File: src/rtl/dso_trig_pkg.sv
// Shared types and constants for the scope trigger path: mode and state
// encodings, trig_cfg field positions, and the channel select helper.
package dso_trig_pkg;

    typedef enum logic [1:0] {
        OFF        = 2'b00,
        NORMAL     = 2'b01,
        AUTO       = 2'b10,
        FORCE_ONLY = 2'b11
    } trig_mode_t;

    typedef enum logic [1:0] {
        IDLE      = 2'b00,
        ARMED     = 2'b01,
        TRIGGERED = 2'b10
    } trig_state_t;

    localparam int CFG_HYST    = 5;
    localparam int CFG_EDGE    = 4;
    localparam int CFG_MODE_HI = 3;
    localparam int CFG_MODE_LO = 2;
    localparam int CFG_SRC_HI  = 1;
    localparam int CFG_SRC_LO  = 0;

    // Source code 00 falls back to channel 1 so an unprogrammed config still tracks something.
    function automatic logic [7:0] select_source(
        input logic [1:0] src,
        input logic [7:0] ch1,
        input logic [7:0] ch2,
        input logic [7:0] ch3
    );
        logic [7:0] sel;
        case (src)
            2'b10:   sel = ch2;
            2'b11:   sel = ch3;
            default: sel = ch1;
        endcase
        return sel;
    endfunction

endpackage

File: src/rtl/trig_comparator.sv
// Level comparator with optional hysteresis. Tracks whether the selected
// channel is above the trigger level and reports crossings on sample strobes.
module trig_comparator
    import dso_trig_pkg::*;
#(
    parameter int HYST = 4
) (
    input  logic       i_clk,
    input  logic       i_rst_n,
    input  logic       i_smpl_valid,
    input  logic [7:0] i_ch1_data,
    input  logic [7:0] i_ch2_data,
    input  logic [7:0] i_ch3_data,
    input  logic [1:0] i_src,
    input  logic       i_hyst_en,
    input  logic [7:0] i_level,
    output logic       o_rise,
    output logic       o_fall
);

    logic [7:0] w_sel;
    logic [8:0] w_h;
    logic [8:0] w_level9;
    logic [8:0] w_hi_sum;
    logic [8:0] w_hi_thr;
    logic [8:0] w_lo_thr;
    logic       w_above_next;
    logic       r_above;

    assign w_sel    = select_source(i_src, i_ch1_data, i_ch2_data, i_ch3_data);
    assign w_h      = i_hyst_en ? 9'(HYST) : 9'd0;
    assign w_level9 = {1'b0, i_level};
    assign w_hi_sum = w_level9 + w_h;
    assign w_hi_thr = (w_hi_sum > 9'd255) ? 9'd255 : w_hi_sum;
    assign w_lo_thr = (w_level9 < w_h) ? 9'd0 : (w_level9 - w_h);

    // Hysteresis decision: the upper threshold is checked first so it wins when both thresholds coincide.
    always_comb begin
        w_above_next = r_above;
        if ({1'b0, w_sel} >= w_hi_thr) begin
            w_above_next = 1'b1;
        end else if ({1'b0, w_sel} < w_lo_thr) begin
            w_above_next = 1'b0;
        end
    end

    assign o_rise = i_smpl_valid &  w_above_next & ~r_above;
    assign o_fall = i_smpl_valid & ~w_above_next &  r_above;

    // The above flag moves only on valid samples, in every trigger state, so it is current when arming.
    always_ff @(posedge i_clk) begin
        if (!i_rst_n) begin
            r_above <= 1'b0;
        end else if (i_smpl_valid) begin
            r_above <= w_above_next;
        end
    end

endmodule

File: src/rtl/trigger_logic.sv
// Trigger controller for the capture block: qualifies comparator edges,
// forced and auto-timeout triggers, and holds a sticky trigger level until
// the capture block reports completion.
module trigger_logic
    import dso_trig_pkg::*;
#(
    parameter int HYST         = 4,
    parameter int AUTO_TIMEOUT = 1024
) (
    input  logic       clk,
    input  logic       rst_n,
    input  logic       smpl_valid,
    input  logic [7:0] ch1_data,
    input  logic [7:0] ch2_data,
    input  logic [7:0] ch3_data,
    input  logic [5:0] trig_cfg,
    input  logic [7:0] trig_level,
    input  logic       armed,
    input  logic       capture_done,
    input  logic       force_trig,
    output logic       trigger,
    output logic       auto_fired,
    output logic [1:0] trig_state
);

    localparam int CNT_W = (AUTO_TIMEOUT > 1) ? $clog2(AUTO_TIMEOUT) : 1;
    localparam logic [CNT_W-1:0] CNT_LAST = CNT_W'(AUTO_TIMEOUT - 1);

    trig_mode_t       w_mode;
    trig_state_t      r_state;
    trig_state_t      w_state_next;
    logic             r_trigger;
    logic             r_auto;
    logic             w_auto_next;
    logic [CNT_W-1:0] r_cnt;
    logic [CNT_W-1:0] w_cnt_next;
    logic             w_rise;
    logic             w_fall;
    logic             w_qual_edge;
    logic             w_edge_mode;
    logic             w_auto_step;

    assign w_mode = trig_mode_t'(trig_cfg[CFG_MODE_HI:CFG_MODE_LO]);

    trig_comparator #(
        .HYST (HYST)
    ) u_comparator (
        .i_clk        (clk),
        .i_rst_n      (rst_n),
        .i_smpl_valid (smpl_valid),
        .i_ch1_data   (ch1_data),
        .i_ch2_data   (ch2_data),
        .i_ch3_data   (ch3_data),
        .i_src        (trig_cfg[CFG_SRC_HI:CFG_SRC_LO]),
        .i_hyst_en    (trig_cfg[CFG_HYST]),
        .i_level      (trig_level),
        .o_rise       (w_rise),
        .o_fall       (w_fall)
    );

    assign w_qual_edge = trig_cfg[CFG_EDGE] ? w_rise : w_fall;
    assign w_edge_mode = (w_mode == NORMAL) || (w_mode == AUTO);
    assign w_auto_step = (w_mode == AUTO) && smpl_valid;

    // Next-state logic: disarm beats every trigger source, then force, qualified edge, auto timeout.
    always_comb begin
        w_state_next = r_state;
        w_auto_next  = r_auto;
        w_cnt_next   = r_cnt;
        case (r_state)
            IDLE: begin
                if (armed && (w_mode != OFF)) begin
                    w_state_next = ARMED;
                    w_cnt_next   = '0;
                end
            end
            ARMED: begin
                if (!armed || (w_mode == OFF)) begin
                    w_state_next = IDLE;
                end else if (force_trig) begin
                    w_state_next = TRIGGERED;
                    w_auto_next  = 1'b0;
                end else if (w_qual_edge && w_edge_mode) begin
                    w_state_next = TRIGGERED;
                    w_auto_next  = 1'b0;
                end else if (w_auto_step && (r_cnt == CNT_LAST)) begin
                    w_state_next = TRIGGERED;
                    w_auto_next  = 1'b1;
                end else if (w_auto_step) begin
                    w_cnt_next   = r_cnt + 1'b1;
                end
            end
            TRIGGERED: begin
                if (capture_done || (w_mode == OFF)) begin
                    w_state_next = IDLE;
                end
            end
            default: begin
                w_state_next = IDLE;
            end
        endcase
    end

    // State, auto flag, timeout counter and the registered trigger level; reset may land mid-capture.
    always_ff @(posedge clk) begin
        if (!rst_n) begin
            r_state   <= IDLE;
            r_auto    <= 1'b0;
            r_cnt     <= '0;
            r_trigger <= 1'b0;
        end else begin
            r_state   <= w_state_next;
            r_auto    <= w_auto_next;
            r_cnt     <= w_cnt_next;
            r_trigger <= (w_state_next == TRIGGERED);
        end
    end

    assign trigger    = r_trigger;
    assign auto_fired = r_auto;
    assign trig_state = r_state;

endmodule
File: config.mk
export PLATFORM = sky130hd
export DESIGN_NAME = trigger_logic
export DESIGN_NICKNAME = d
export VERILOG_FILES = /design/src/rtl/dso_trig_pkg.sv /design/src/rtl/trig_comparator.sv /design/src/rtl/trigger_logic.sv
export SDC_FILE = /design/constraint.sdc
export NUM_CORES = 1
export LEC_CHECK = 0
export BUFFER_PORTS_ARGS = -buffer_cell sky130_fd_sc_hd__buf_2
export CORE_UTILIZATION = 45
export DETAILED_ROUTE_END_ITERATION = 7
export GPL_TIMING_DRIVEN = 0
export PLACE_DENSITY = 0.71
export SETUP_SLACK_MARGIN = 0.3
export SYNTH_ARGS = -nofsm -noshare
export SYNTH_HDL_FRONTEND = slang
export SYNTH_SLANG_ARGS = --single-unit
File: constraint.sdc
create_clock -name clk -period 7.4 [get_ports clk]
set_input_delay 0.37 -clock clk [delete_from_list [all_inputs] [get_ports clk]]
set_output_delay 0.37 -clock clk [all_outputs]
set_load 0.005 [all_outputs]
Word level (Yosys, flattened, before mapping)
Index checks and enable logic that the tools add are counted.
W data, S select, Z words.
{"block": "classes", "eq_ne": 14, "n_lt_le_gt_ge": 4, "muxes": 24, "n_addsub": 3, "reduce_logical": 15, "n_bitwise": 7}
{"operator": "$mux W10", "count": 6}
{"operator": "$pmux W10 S2", "count": 1}
{"operator": "$lt A8 B9 Y1", "count": 2}
{"operator": "$mux W9", "count": 2}
{"operator": "$pmux W8 S2", "count": 1}
{"operator": "$mux W2", "count": 6}
{"operator": "$ne A2 B2 Y1 const B", "count": 6}
{"operator": "$add A10 B1 Y10 const B", "count": 1}
{"operator": "$eq A10 B10 Y1 const B", "count": 1}
{"operator": "$eq A2 B2 Y1 const B", "count": 5}
{"operator": "$add A8 B9 Y9", "count": 1}
{"operator": "$ge A8 B9 Y1", "count": 1}
{"operator": "$gt A9 B8 Y1 const B", "count": 1}
{"operator": "$sub A8 B9 Y9", "count": 1}
{"operator": "$reduce_and A7 Y1", "count": 1}
{"operator": "$mux W1", "count": 6}
{"operator": "$pmux W2 S3", "count": 1}
{"operator": "$and A1 B1 Y1", "count": 4}
{"operator": "$eq A2 B1 Y1 const B", "count": 2}
{"operator": "$logic_and A1 B1 Y1", "count": 4}
{"operator": "$logic_not A2 Y1", "count": 2}
{"operator": "$reduce_bool A2 Y1", "count": 2}
{"operator": "$logic_or A1 B1 Y1", "count": 3}
{"operator": "$mux W3", "count": 1}
{"operator": "other kinds (4)", "count": 6}
{"block": "word_totals", "out_inout_bits": 4, "register_bits": 15, "elab_cells": 72, "inputBits": 44}

Depth between registers and ports, before layout
{"block": "depth", "word_depth": 16, "mapped_depth": 14, "ltp_nobuf": 14}

Modules after synthesis
From an unflattened synthesis, not the netlist that was laid out.
{"block": "hier_totals", "cells_unflattened": 201, "area_unflattened_um2": 1645.3}
{"module": "trig_comparator", "instances": 1, "cells_each": 114, "area_per_inst_um2": 849.6}
{"module": "trigger_logic", "instances": 1, "cells_each": 87, "area_per_inst_um2": 795.8}

Worst setup path before layout
Ideal clock, no wire load.
{"block": "synth_path", "kind": "input port to flip-flop", "start": "input trig_cfg[5]", "end": "register r_cnt[8]", "setup_time_ps": 146, "t_required_ps": 7254, "t_arrival_ps": 3583, "path_buffers": 0, "cell_stages": 14, "setup_slack_ps": 3672, "path_cell_list": "ha_1 -> ha_1 -> and3_2 -> and3_1 -> or2_2 -> ha_1 -> nand2b_1 -> a2111oi_0 -> o21ai_0 -> a221oi_1 -> o211ai_4 -> a2111oi_4 -> xnor2_1 -> nor2_1"}
{"block": "synth_between", "elab_chain_len": 13, "word_cells_on_any_way": 20}
{"item": "start: declaration", "line_no": "trigger_logic.sv:16", "text": "input logic [5:0] trig_cfg,"}
{"item": "$mux W3 (*)", "line_no": "trig_comparator.sv:31", "text": "assign w_h = i_hyst_en ? 9'(HYST) : 9'd0;"}
{"item": "$add A8 B9 Y9, or another cell as far along", "line_no": "trig_comparator.sv:33", "text": "assign w_hi_sum = w_level9 + w_h;"}
{"item": "$gt A9 B8 Y1 / $mux W9 (equally long branches)", "line_no": "trig_comparator.sv:34, trig_comparator.sv:35"}
{"item": "$mux W9 / $lt A8 B9 Y1 (equally long branches)", "line_no": "trig_comparator.sv:34, trig_comparator.sv:42"}
{"item": "$ge A8 B9 Y1 / $mux W1 (equally long branches)", "line_no": "trig_comparator.sv:40, trig_comparator.sv:42"}
{"item": "$mux W1 (*)", "line_no": "trig_comparator.sv:40", "text": "if ({1'b0, w_sel} >= w_hi_thr) begin"}
{"item": "$not A1 Y1", "line_no": "trig_comparator.sv:48", "text": "assign o_fall = i_smpl_valid & ~w_above_next & r_above;"}
{"item": "$and A1 B1 Y1 (2 in series)", "line_no": "trig_comparator.sv:48"}
{"item": "$mux W1 (*)", "line_no": "trigger_logic.sv:61", "text": "assign w_qual_edge = trig_cfg[CFG_EDGE] ? w_rise : w_fall;"}
{"item": "$logic_and A1 B1 Y1 (*)", "line_no": "trigger_logic.sv:83", "text": "end else if (w_qual_edge && w_edge_mode) begin"}
{"item": "$ne A2 B2 Y1 (no line) (*)"}
{"item": "$reduce_and A7 Y1 (no line) (*)"}
{"item": "end signal: assignment", "line_no": "trigger_logic.sv:114", "text": "r_cnt <= w_cnt_next;"}
{"item": "end: declaration", "line_no": "trigger_logic.sv:35", "text": "logic [CNT_W-1:0] r_cnt;"}
Every way passes the cells marked *; elsewhere a longest branch is shown, timed or not.
A chain may end at the register's enable or synchronous reset.

Worst setup path after layout
{"block": "layout_path", "start": "input trig_cfg[5]", "end": "register r_cnt[9]"}
The elaborated chain is that of the path after synthesis.

==> results by group <==
Route
  – Total number of vias: 1531
  – Antenna viol nets, final: 0
  – Drt first-iter violations: 48
  – Drt via density: 5.32
  – Drt drc: 0
  – Pre-antenna DRT Iters: 4
  – Total Wirelength: 3.41 mm
  – Wire per inst: 11.8 um

Timing
  – Count of final setup violators: 0
  – Setup TNS Final: 0 ns
  – Max Clk Rate: 259 MHz
  – Worst Skew: 0.00380 ns
  – RSZ-0062 raised after global routing: no
  – Post-route minimum period: 3.86 ns
  – Slew Viols, Final: 0
  – Worst hold slack: 0.382 ns
  – Worst Max-Slew Pin Slew: 0.985 ns
  – Final period util: 0.521
  – Fin. Hold Viols: 0
  – Slew margin rel.: 0.336

Die
  – Die height: 62.0 um
  – Starting Density: 0.478
  – Core area: 3390 um^2
  – IO Count: 48
  – Rows: 21
  – Die width: 62.0 um
  – Die area: 3850 um^2

Worst setup path
  – Crit-path cells: buf_2 -> ha_1 -> ha_1 -> and3_2 -> and3_1 -> or2_2 -> ha_1 -> nand2b_1 -> a2111oi_0 -> o21ai_0 -> a221oi_1 -> o211ai_4 -> a2111oi_4 -> xnor2_1 -> nor2_1
  – Slowest stage delay, CP: 0.47 ns
  – Worst Setup End Kind: flip-flop
  – Slowest library cell on the worst path: a221oi_1
  – Max FO, Critical Path: 10
  – Most used cell, CP: ha_1
  – Worst path buffer plus inverter count: 1
  – Worst R2R Path Depth: 7
  – Critical path arrival: 4.00 ns
  – Crit path launch type: primary input
  – Crit path kind: in2reg
  – Crit path required time: 7.54 ns
  – Cell family with most CP delay: compound AO/OA/AOI/OAI gates
  – Crit path depth: 15

Clock network
  – TritonCTS Sinks: 15
  – # H-tree levels: 1
  – Clock root buffer master: clkbuf_4
  – TritonCTS clock tree: done
  – Cts hold-fix bufs: 0
  – Setup Buffers After CTS: 0
  – Clock Tree Buf Depth: 2
  – CTS Buf Count: 3
  – Worst-skew pair later-pin latency: 0.29 ns
  – Reg clk slew, reported paths: 0.09 ns
  – Post-cts sizing count: 0

Synthesis
  – Post-Syn Area: 1620 um^2
  – Number of synthesized flops with an enable pin: 0
  – Sequential area share after synthesis: 0.185
  – Main synth FF type: dfxtp_1
  – Top-area cell type share of the netlist area: 0.185
  – Async SR Flop Fraction: 0
  – Synth unique cells: 47
  – Yosys reg bits: 15
  – Synth Area per Inst: 8.32 um^2
  – Dominant cells by area after synthesis: dfxtp_1 (19%), ha_1 (17%), nor2_1 (5.8%)
  – Top-count cell post-synth: nor2_1
  – Ys Warns: 0
  – Mapped Cells: 195
  – Post-Syn Nets: 261
  – Synth cell count leaders: nor2_1 (25), ha_1 (22), dfxtp_1 (15), a21oi_1 (14), nand2_1 (14)
  – Area leader, netlist: dfxtp_1

Cells and area
  – Ant. Diodes: 0
  – FILL cells: 343
  – Share of layout cells above drive strength 1: 0.248
  – Syn-to-layout area delta: 18.4%
  – Final instance area: 1920 um^2
  – Layout net count: 309

Placement
  – Final GP Congestion: 0.781
  – Post-DP HPWL: 2.85 mm
  – Area post-placement: 1890 um^2
  – Port bufs: 43

Power and ir drop
  – Total power draw: 206 uW
  – Lkg Pwr: 0.883 nW
  – Power per cell area: 107 nW/um^2
  – Worst VDD drop: 0.0675 mV

GRT
  – First-pass GRT wire length: 5.58 mm
  – GR Util All Layers: 0.192
  – Initial antenna violation count: 0
  – Maximum number of pins on one net before global-route repair: 11
  – Grt ovf: 0
  – Vias in the first global route: 1277

Job
  – Max Cap Violations: 0

Worst hold path
  – Worst Hold Depth: 3
  – Hold crit path type: in2reg

Outcome
  – Status: finished, final reports clean
## stage by stage
| step | std cells | utilization | setup WS (ns) |
|---|---|---|---|
| 2_1_floorplan | 195 | - | 3.67 |
| 3_3_place_gp | 284 | 0.559 | 3.24 |
| 3_5_place_dp | 284 | 0.559 | 3.21 |
| 4_1_cts | 288 | 0.567 | 3.53 |
| 5_1_grt | 288 | 0.567 | 3.22 |
| 6_report | 288 | 0.567 | 3.54 |
## final cells by class
type | instances | area, um^2 | area share
buffer | 7 | 27.5 | 0.0143
multi-input combinational | 169 | 1280 | 0.666
tap | 46 | 57.6 | 0.0300
sequential | 15 | 300 | 0.156
inverter | 4 | 15.0 | 0.00782
clock buffer | 4 | 26.3 | 0.0137
timing repair buffer | 43 | 215 | 0.112
## worst register-to-register path: cells and delay by family (launching register included)
| family | cells | cell delay, ns |
|---|---|---|
| xor+xnor | 1 | 0.15 |
| simple gates | 3 | 0.35 |
| compound gates | 3 | 1.06 |
| flops | 1 | 0.35 |
## layout by cell type, fill, tap and decap left out, types with 3 or more instances in the layout
cell type  count
nand2b_1       4
xor2_1         3
dfxtp_1       15
and3_1         7
clkbuf_4       3
nand2_1       14
mux2i_1        9
nand4_1        4
xnor2_1       10
ha_1          22
nor2_1        25
nand3_1        5
buf_2         44
nor3b_1        3
o21ai_0       10
inv_1          4
a21oi_1       14
clkbuf_1       5
## state kept, by name, summed over array words and instances, names as in the netlist
name                  flops
r_cnt                    10
trigger                   1
u_comparator.r_above      1
auto_fired                1
trig_state                2
## final timing paths
check                             from                   end  slack, ns
setup / recovery           trig_cfg[5]              r_cnt[9]       3.54
hold / removal              smpl_valid  u_comparator.r_above       0.38
setup reg to reg  u_comparator.r_above              r_cnt[9]       5.34
hold reg to reg   u_comparator.r_above  u_comparator.r_above       0.49
## routing by layer
metal | vias to the layer above | routed length, um | share of wire | GRT usage
li1 | 812 | - | - | -
met1 | 686 | 1770 | 0.52 | 0.271
met2 | 33 | 1460 | 0.43 | 0.305
met3 | 0 | 177 | 0.052 | 0.0476
met4 | 0 | 0 | 0 | 0.0159
met5 | - | 0 | 0 | 0
## power by group
part | internal, mW | total (mW) | switching [mW]
registers | 0.0822 | 0.0843 | 0.00205
logic | 0.0349 | 0.0745 | 0.0396
clock network | 0.0210 | 0.0475 | 0.0265
total | 0.138 | 0.206 | 0.0682
## kinds of logic after synthesis
logic type | synth area share
AND/OR/NAND/NOR | 0.255
AO/OA/AOI/OAI | 0.231
adder cells (fa/ha/maj) | 0.170
flip-flops | 0.185
XOR/XNOR | 0.0702
buffers and inverters | 0.0262
multiplexers | 0.0625
Power figures use the tool's default switching activity.
